### config.mk
export PLATFORM = sky130hd
export DESIGN_NAME = aha_axi_sif_rd_data_buf
export DESIGN_NICKNAME = d
export VERILOG_FILES = /design/src/rtl/aha_axi_sif_rd_data_buf.sv
export SDC_FILE = /design/constraint.sdc
export NUM_CORES = 2
export LEC_CHECK = 0
export BUFFER_PORTS_ARGS = -buffer_cell sky130_fd_sc_hd__buf_2
export CAP_MARGIN = 10
export CORE_UTILIZATION = 35
export DETAILED_ROUTE_END_ITERATION = 10
export GPL_ROUTABILITY_DRIVEN = 1
export PLACE_DENSITY = 0.56
export SLEW_MARGIN = 20
export SYNTH_ARGS = -nofsm -noshare
export SYNTH_HDL_FRONTEND = slang
export SYNTH_SLANG_ARGS = --single-unit
### constraint.sdc
create_clock -name ACLK -period 11.1 [get_ports ACLK]
set_clock_uncertainty 0.2 [all_clocks]
set_input_delay 1.665 -clock ACLK [delete_from_list [all_inputs] [get_ports ACLK]]
set_output_delay 1.665 -clock ACLK [all_outputs]
set_load 0.005 [all_outputs]
### src/rtl/aha_axi_sif_rd_data_buf.sv
// ----------------------------------------------------------------------------
// aha_axi_sif_rd_data_buf
//
// AXI4 read-data return buffer that sits between the SIF read port and the
// AXI R channel. It keeps a queue of outstanding AR bursts ({ID, LEN}) and
// buffers SIF read beats in a data FIFO with backpressure to SIF. From these
// it generates RID, RLAST and RRESP for each burst.
//
// Optional feature macro: AHA_SIF_RD_ERR_EN
//   When this macro is defined, the SIF_RD_ERR port exists and each data FIFO
//   entry carries an error bit. A beat that was stored with err=1 is returned
//   with RRESP=SLVERR. When it is undefined, RRESP is always OKAY.
//
// Ports
//   ACLK, ARESETn                 clock, asynchronous active-low reset
//   ARID, ARLEN, ARVALID, ARREADY observed AR channel (push to burst queue)
//   CMD_FULL                      burst queue full (upstream gates ARREADY)
//   ERR_OVF                       sticky: an AR was dropped on a full queue
//   RREADY, RVALID, RLAST, RID,
//   RRESP, RDATA                  AXI R channel
//   SIF_RD_DATA, SIF_RD_VALID,
//   SIF_RD_READY, SIF_RD_ERR      SIF read beat input
// ----------------------------------------------------------------------------
module aha_axi_sif_rd_data_buf #(
    parameter int DATA_W  = 64,
    parameter int ID_W    = 4,
    parameter int DEPTH   = 32,
    parameter int MAX_OUT = 4
) (
    input  logic              ACLK,
    input  logic              ARESETn,
    input  logic [ID_W-1:0]   ARID,
    input  logic [7:0]        ARLEN,
    input  logic              ARVALID,
    input  logic              ARREADY,
    output logic              CMD_FULL,
    output logic              ERR_OVF,
    input  logic              RREADY,
    output logic              RVALID,
    output logic              RLAST,
    output logic [ID_W-1:0]   RID,
    output logic [1:0]        RRESP,
    output logic [DATA_W-1:0] RDATA,
`ifdef AHA_SIF_RD_ERR_EN
    input  logic              SIF_RD_ERR,
`endif
    input  logic [DATA_W-1:0] SIF_RD_DATA,
    input  logic              SIF_RD_VALID,
    output logic              SIF_RD_READY
);

    localparam int DLVL_W = $clog2(DEPTH + 1);
    localparam int DPTR_W = $clog2(DEPTH);
    localparam int CLVL_W = $clog2(MAX_OUT + 1);
    localparam int CPTR_W = (MAX_OUT > 1) ? $clog2(MAX_OUT) : 1;
`ifdef AHA_SIF_RD_ERR_EN
    localparam int ENTRY_W = DATA_W + 1;
`else
    localparam int ENTRY_W = DATA_W;
`endif

    // Advance a burst-queue pointer. MAX_OUT may be 1, so the wrap is explicit.
    function automatic logic [CPTR_W-1:0] cptr_inc(input logic [CPTR_W-1:0] p);
        if (p == CPTR_W'(MAX_OUT - 1)) begin
            return {CPTR_W{1'b0}};
        end else begin
            return p + CPTR_W'(1);
        end
    endfunction

    // Data FIFO state
    logic [ENTRY_W-1:0] dmem_r [DEPTH];
    logic [DPTR_W-1:0]  dwr_ptr_r;
    logic [DPTR_W-1:0]  drd_ptr_r;
    logic [DLVL_W-1:0]  dlvl_r;

    // Burst queue state
    logic [ID_W-1:0]    cmem_id_r  [MAX_OUT];
    logic [7:0]         cmem_len_r [MAX_OUT];
    logic [CPTR_W-1:0]  cwr_ptr_r;
    logic [CPTR_W-1:0]  crd_ptr_r;
    logic [CLVL_W-1:0]  clvl_r;

    logic [7:0]         beat_cnt_r;
    logic               err_ovf_r;

    logic               sif_ready_s;
    logic               d_push_s;
    logic               d_pop_s;
    logic               c_full_s;
    logic               ar_hs_s;
    logic               c_push_s;
    logic               c_pop_s;
    logic               ovf_s;
    logic               rvalid_s;
    logic               rlast_s;
    logic [ENTRY_W-1:0] dhead_s;
    logic [ENTRY_W-1:0] entry_s;

`ifdef AHA_SIF_RD_ERR_EN
    assign entry_s = {SIF_RD_ERR, SIF_RD_DATA};
`else
    assign entry_s = SIF_RD_DATA;
`endif

    // Ready depends only on the registered level, never on a same-cycle pop.
    assign sif_ready_s = (dlvl_r < DLVL_W'(DEPTH));
    assign d_push_s    = SIF_RD_VALID & sif_ready_s;
    assign dhead_s     = dmem_r[drd_ptr_r];

    assign c_full_s    = (clvl_r == CLVL_W'(MAX_OUT));
    assign ar_hs_s     = ARVALID & ARREADY;

    // R is offered only when both a beat and its burst are available.
    assign rvalid_s    = (dlvl_r != {DLVL_W{1'b0}}) & (clvl_r != {CLVL_W{1'b0}});
    assign rlast_s     = rvalid_s & (beat_cnt_r == cmem_len_r[crd_ptr_r]);
    assign d_pop_s     = rvalid_s & RREADY;
    assign c_pop_s     = d_pop_s & rlast_s;

    // A full queue still accepts an AR when the head burst retires that cycle.
    assign c_push_s    = ar_hs_s & (~c_full_s | c_pop_s);
    assign ovf_s       = ar_hs_s & c_full_s & ~c_pop_s;

    // Data FIFO storage write (storage needs no reset; outputs are masked by RVALID).
    always_ff @(posedge ACLK) begin
        if (d_push_s) begin
            dmem_r[dwr_ptr_r] <= entry_s;
        end
    end

    // Data FIFO pointers and level.
    always_ff @(posedge ACLK or negedge ARESETn) begin
        if (!ARESETn) begin
            dwr_ptr_r <= {DPTR_W{1'b0}};
            drd_ptr_r <= {DPTR_W{1'b0}};
            dlvl_r    <= {DLVL_W{1'b0}};
        end else begin
            if (d_push_s) begin
                dwr_ptr_r <= dwr_ptr_r + DPTR_W'(1);
            end
            if (d_pop_s) begin
                drd_ptr_r <= drd_ptr_r + DPTR_W'(1);
            end
            case ({d_push_s, d_pop_s})
                2'b10:   dlvl_r <= dlvl_r + DLVL_W'(1);
                2'b01:   dlvl_r <= dlvl_r - DLVL_W'(1);
                default: dlvl_r <= dlvl_r;
            endcase
        end
    end

    // Burst queue storage, pointers and level.
    always_ff @(posedge ACLK or negedge ARESETn) begin
        if (!ARESETn) begin
            for (int i = 0; i < MAX_OUT; i++) begin
                cmem_id_r[i]  <= {ID_W{1'b0}};
                cmem_len_r[i] <= 8'd0;
            end
            cwr_ptr_r <= {CPTR_W{1'b0}};
            crd_ptr_r <= {CPTR_W{1'b0}};
            clvl_r    <= {CLVL_W{1'b0}};
        end else begin
            if (c_push_s) begin
                cmem_id_r[cwr_ptr_r]  <= ARID;
                cmem_len_r[cwr_ptr_r] <= ARLEN;
                cwr_ptr_r             <= cptr_inc(cwr_ptr_r);
            end
            if (c_pop_s) begin
                crd_ptr_r <= cptr_inc(crd_ptr_r);
            end
            case ({c_push_s, c_pop_s})
                2'b10:   clvl_r <= clvl_r + CLVL_W'(1);
                2'b01:   clvl_r <= clvl_r - CLVL_W'(1);
                default: clvl_r <= clvl_r;
            endcase
        end
    end

    // Beat counter within the head burst and sticky overflow flag.
    always_ff @(posedge ACLK or negedge ARESETn) begin
        if (!ARESETn) begin
            beat_cnt_r <= 8'd0;
            err_ovf_r  <= 1'b0;
        end else begin
            if (d_pop_s) begin
                if (rlast_s) begin
                    beat_cnt_r <= 8'd0;
                end else begin
                    beat_cnt_r <= beat_cnt_r + 8'd1;
                end
            end
            if (ovf_s) begin
                err_ovf_r <= 1'b1;
            end
        end
    end

    // R channel outputs, zeroed while no beat is offered.
    always_comb begin
        RVALID = rvalid_s;
        RLAST  = rlast_s;
        RDATA  = {DATA_W{1'b0}};
        RID    = {ID_W{1'b0}};
        RRESP  = 2'b00;
        if (rvalid_s) begin
            RDATA = dhead_s[DATA_W-1:0];
            RID   = cmem_id_r[crd_ptr_r];
`ifdef AHA_SIF_RD_ERR_EN
            RRESP = dhead_s[DATA_W] ? 2'b10 : 2'b00;
`else
            RRESP = 2'b00;
`endif
        end else begin
            RDATA = {DATA_W{1'b0}};
            RID   = {ID_W{1'b0}};
            RRESP = 2'b00;
        end
    end

    assign CMD_FULL     = c_full_s;
    assign ERR_OVF      = err_ovf_r;
    assign SIF_RD_READY = sif_ready_s;

endmodule

==> impl_metrics.tcl <==
set metrics [dict create \
    clock_insertion_delay_worst_skew_ns 0.86 \
    cell_breakdown_of_the_critical_path "buf_12, buf_12, mux4_2, mux4_2, mux2i_1, nor2_1, buf_2" \
    power.share.combinational_pct 28.1 \
    cts-root-to-sink-buffers 3 \
    total_vias_in_the_final_route 37800 \
    cts_root_buf "sky130_fd_sc_hd__clkbuf_16" \
    synthesis.instances 3513 \
    tritoncts "yes" \
    async_flop_share_pct 3.76 \
    initial_utilization_pct 35.3 \
    track_usage_pct 17.4 \
    min-delay-path-class "reg -> reg" \
    postSynthRegisterBits 2128 \
    die-height_um 487 \
    regArea_mm2 0.0635 \
    relSlewSlack_pct 24.9 \
    hold-worst-slack_ns 0.307 \
    wl_per_cell_um 28.9 \
    dp_slack_ns 5.00 \
    ir_worst_vdd_v 0.000349 \
    drtAntennaViolNets 0 \
    dr.first_iter.drc_count 3749 \
    via_per_inst 5.32 \
    multi_input_area_mm2 0.0182 \
    post-synth-top-count-cell "sky130_fd_sc_hd__edfxtp_1" \
    seq_area_frac_synth_pct 77.1 \
    dpl.cell_count 6694 \
    htree_num_levels 4 \
    synth_enable_flop_cells 2048 \
    endpoint_kind "output pin" \
    cts.reportedPaths.clkPinSlew_ns 0.06 \
    synthTopCellsByCount "2,048 x sky130_fd_sc_hd__edfxtp_1, 586 x sky130_fd_sc_hd__mux4_2, 197 x sky130_fd_sc_hd__mux2i_1" \
    slew_violations 0 \
    period_minus_slack_ns 6.88 \
    synth_area_leaders "sky130_fd_sc_hd__edfxtp_1 75%, sky130_fd_sc_hd__mux4_2 16%, sky130_fd_sc_hd__dfrtp_1 2.4%" \
    power.density_cell_area_mw_per_mm2 245 \
    tritoncts.num_buffers 213 \
    first_global_vias 39000 \
    total_switching_power_mw 6.80 \
    critical-path-slowest-cell "sky130_fd_sc_hd__buf_12" \
    layout-drive-gt1-share_pct 31.1 \
    area_growth_pct 14.4 \
    final.setup.worst_slack_ns 4.22 \
    p_int_mw 16.3 \
    yosys_warnings 0 \
    grt_overflow 0 \
    fp-row-count 177 \
    startpoint_type "register" \
    routabilityCongestion 0.709 \
    ioPinCount 157 \
    rsz0062_at_grt "false" \
    final_min_period_over_clock_period_pct 62.0 \
    chipWidth_um 487 \
    result_of_the_run "finished clean" \
    coreArea_mm2 0.233 \
    timing.max_cap.violations 0 \
    hpwl_um 102000 \
    totalPowerFinal_mw 23.1 \
    cts_setup_buffers 0 \
    cts_hold_buffers 0 \
    final.setup.tns_ns 0 \
    post_synth.cell_area_avg_um2 23.4 \
    critical_path.max_fanout 103 \
    critPathMaxStageDelay_ns 0.74 \
    critical_path_class "reg -> out" \
    die_area_mm2 0.237 \
    synth.top_cell.area_share_pct 74.7 \
    grt_max_degree 155 \
    power.share.sequential_pct 41.3 \
    worst_ep_required_ns 9.24 \
    number_of_antenna_violations_at_the_first_check_in_global_routing 33 \
    dominantRegCellSynth "sky130_fd_sc_hd__edfxtp_1" \
    max_slew.worst_pin.slew_ns 1.13 \
    timing.final.setup_violations 0 \
    fillCellCount 20400 \
    power.switching_fraction_pct 29.4 \
    cp_num_buf_inv 3 \
    drc_errors 0 \
    place.port_buffers 154 \
    post_layout_nonfiller_instances 7102 \
    grt_first_pass_wirelength_um 292000 \
    firstDrtPassIters 5 \
    power.leakage_nw 29.8 \
    synthesis.area_mm2 0.0824 \
    cp_top_family "buffers and inverters" \
    cts-resized-gates 0 \
    finish.net_count 3874 \
    tritoncts_num_sinks 2128 \
    hold_viol_final 0 \
    number_of_distinct_standard_cells_referenced_by_the_synthesized_netlist 50 \
    post-synth-top-area-cell "sky130_fd_sc_hd__edfxtp_1" \
    clock_power_share_pct 30.7 \
    maxClockFrequency_mhz 145 \
    worst_ep_arrival_time_ns 5.02 \
    routed_wirelength_um 206000 \
]
[final timing paths]
check                                   start             to  slack (ns)  cells past startpoint
worst max-delay path             drd_ptr_r[0]      RDATA[57]        4.22                      7
worst min-delay path            cmem_len_r[8]  cmem_len_r[8]        0.31                      1
worst max register to register      dlvl_r[1]      clvl_r[2]        6.88                     10
worst min register to register  cmem_len_r[8]  cmem_len_r[8]        0.31                      1
max in group asynchronous             ARESETn   drd_ptr_r[0]        9.45                      1
min in group asynchronous             ARESETn  cmem_id_r[11]        0.66                      1
[flip-flops by register name, indices dropped and copies added (netlist names)]
signal / count
clvl_r: 3
dmem_r: 2048
beat_cnt_r: 8
drd_ptr_r: 5
cwr_ptr_r: 2
cmem_id_r: 16
ERR_OVF: 1
dwr_ptr_r: 5
crd_ptr_r: 2
dlvl_r: 6
cmem_len_r: 32
[cell usage in the layout, fill, tap and decap left out, drive strengths merged, types with 6 or more instances in the layout]
| cell | instances |
|---|---|
| mux2 | 54 |
| diode | 8 |
| buf | 238 |
| o21ai | 10 |
| inv | 18 |
| clkbuf | 266 |
| nand3 | 6 |
| nor2b | 32 |
| bufinv | 16 |
| xnor2 | 25 |
| xor2 | 8 |
| dfrtp | 80 |
| a21oi | 34 |
| a211oi | 31 |
| nand2 | 22 |
| mux4 | 586 |
| nor2 | 109 |
| ha | 14 |
| mux2i | 197 |
| clkinvlp | 8 |
| edfxtp | 2048 |
| clkinv | 106 |
[layout make-up]
class	instances	share of cell area, %
Clock buffer	266	5.93
Clock inverter	134	1.41
Antenna cell	8	0.0212
Timing Repair Buffer	238	1.64
Multi-Input combinational cell	1182	19.4
Tap cell	3132	4.16
Sequential cell	2128	67.4
Inverter	14	0.0558
[logic make-up after synthesis]
group | synth area share [%]
AO/OA/AOI/OAI | 0.764
XOR/XNOR | 0.351
adder cells (fa/ha/maj) | 0.237
buffers and inverters | 1.06
flip-flops | 77.1
multiplexers | 19.3
other | 0.00455
AND/OR/NAND/NOR | 1.14
[power groups by stage]
stage	clock [mW]	combinational, mW	sequential [mW]
6_report	7.08	6.48	9.53
2_1_floorplan	0	4.65	9.48
5_1_grt	7.53	7.00	9.58
4_1_cts	7.23	6.67	9.54
3_3_place_gp	0	6.65	9.69
3_5_place_dp	0	6.65	9.70
[metrics by stage]
stage / instance area (µm²) / utilization (%)
3_5_place_dp: 87300 / 37.4
4_1_cts: 94200 / 40.4
5_1_grt: 94200 / 40.4
2_1_floorplan: 82400 / -
3_3_place_gp: 87300 / 37.4
6_report: 94200 / 40.4
[per-layer routing]
layer | up-vias | share of wire [%] | global-route usage [%]
li1 | 15500 | - | -
met1 | 20800 | 43 | 24.3
met2 | 1150 | 49 | 28.3
met3 | 316 | 6.2 | 3.10
met4 | 28 | 1.9 | 4.02
met5 | - | 0.081 | 0
(Power assumes the default switching activity.)
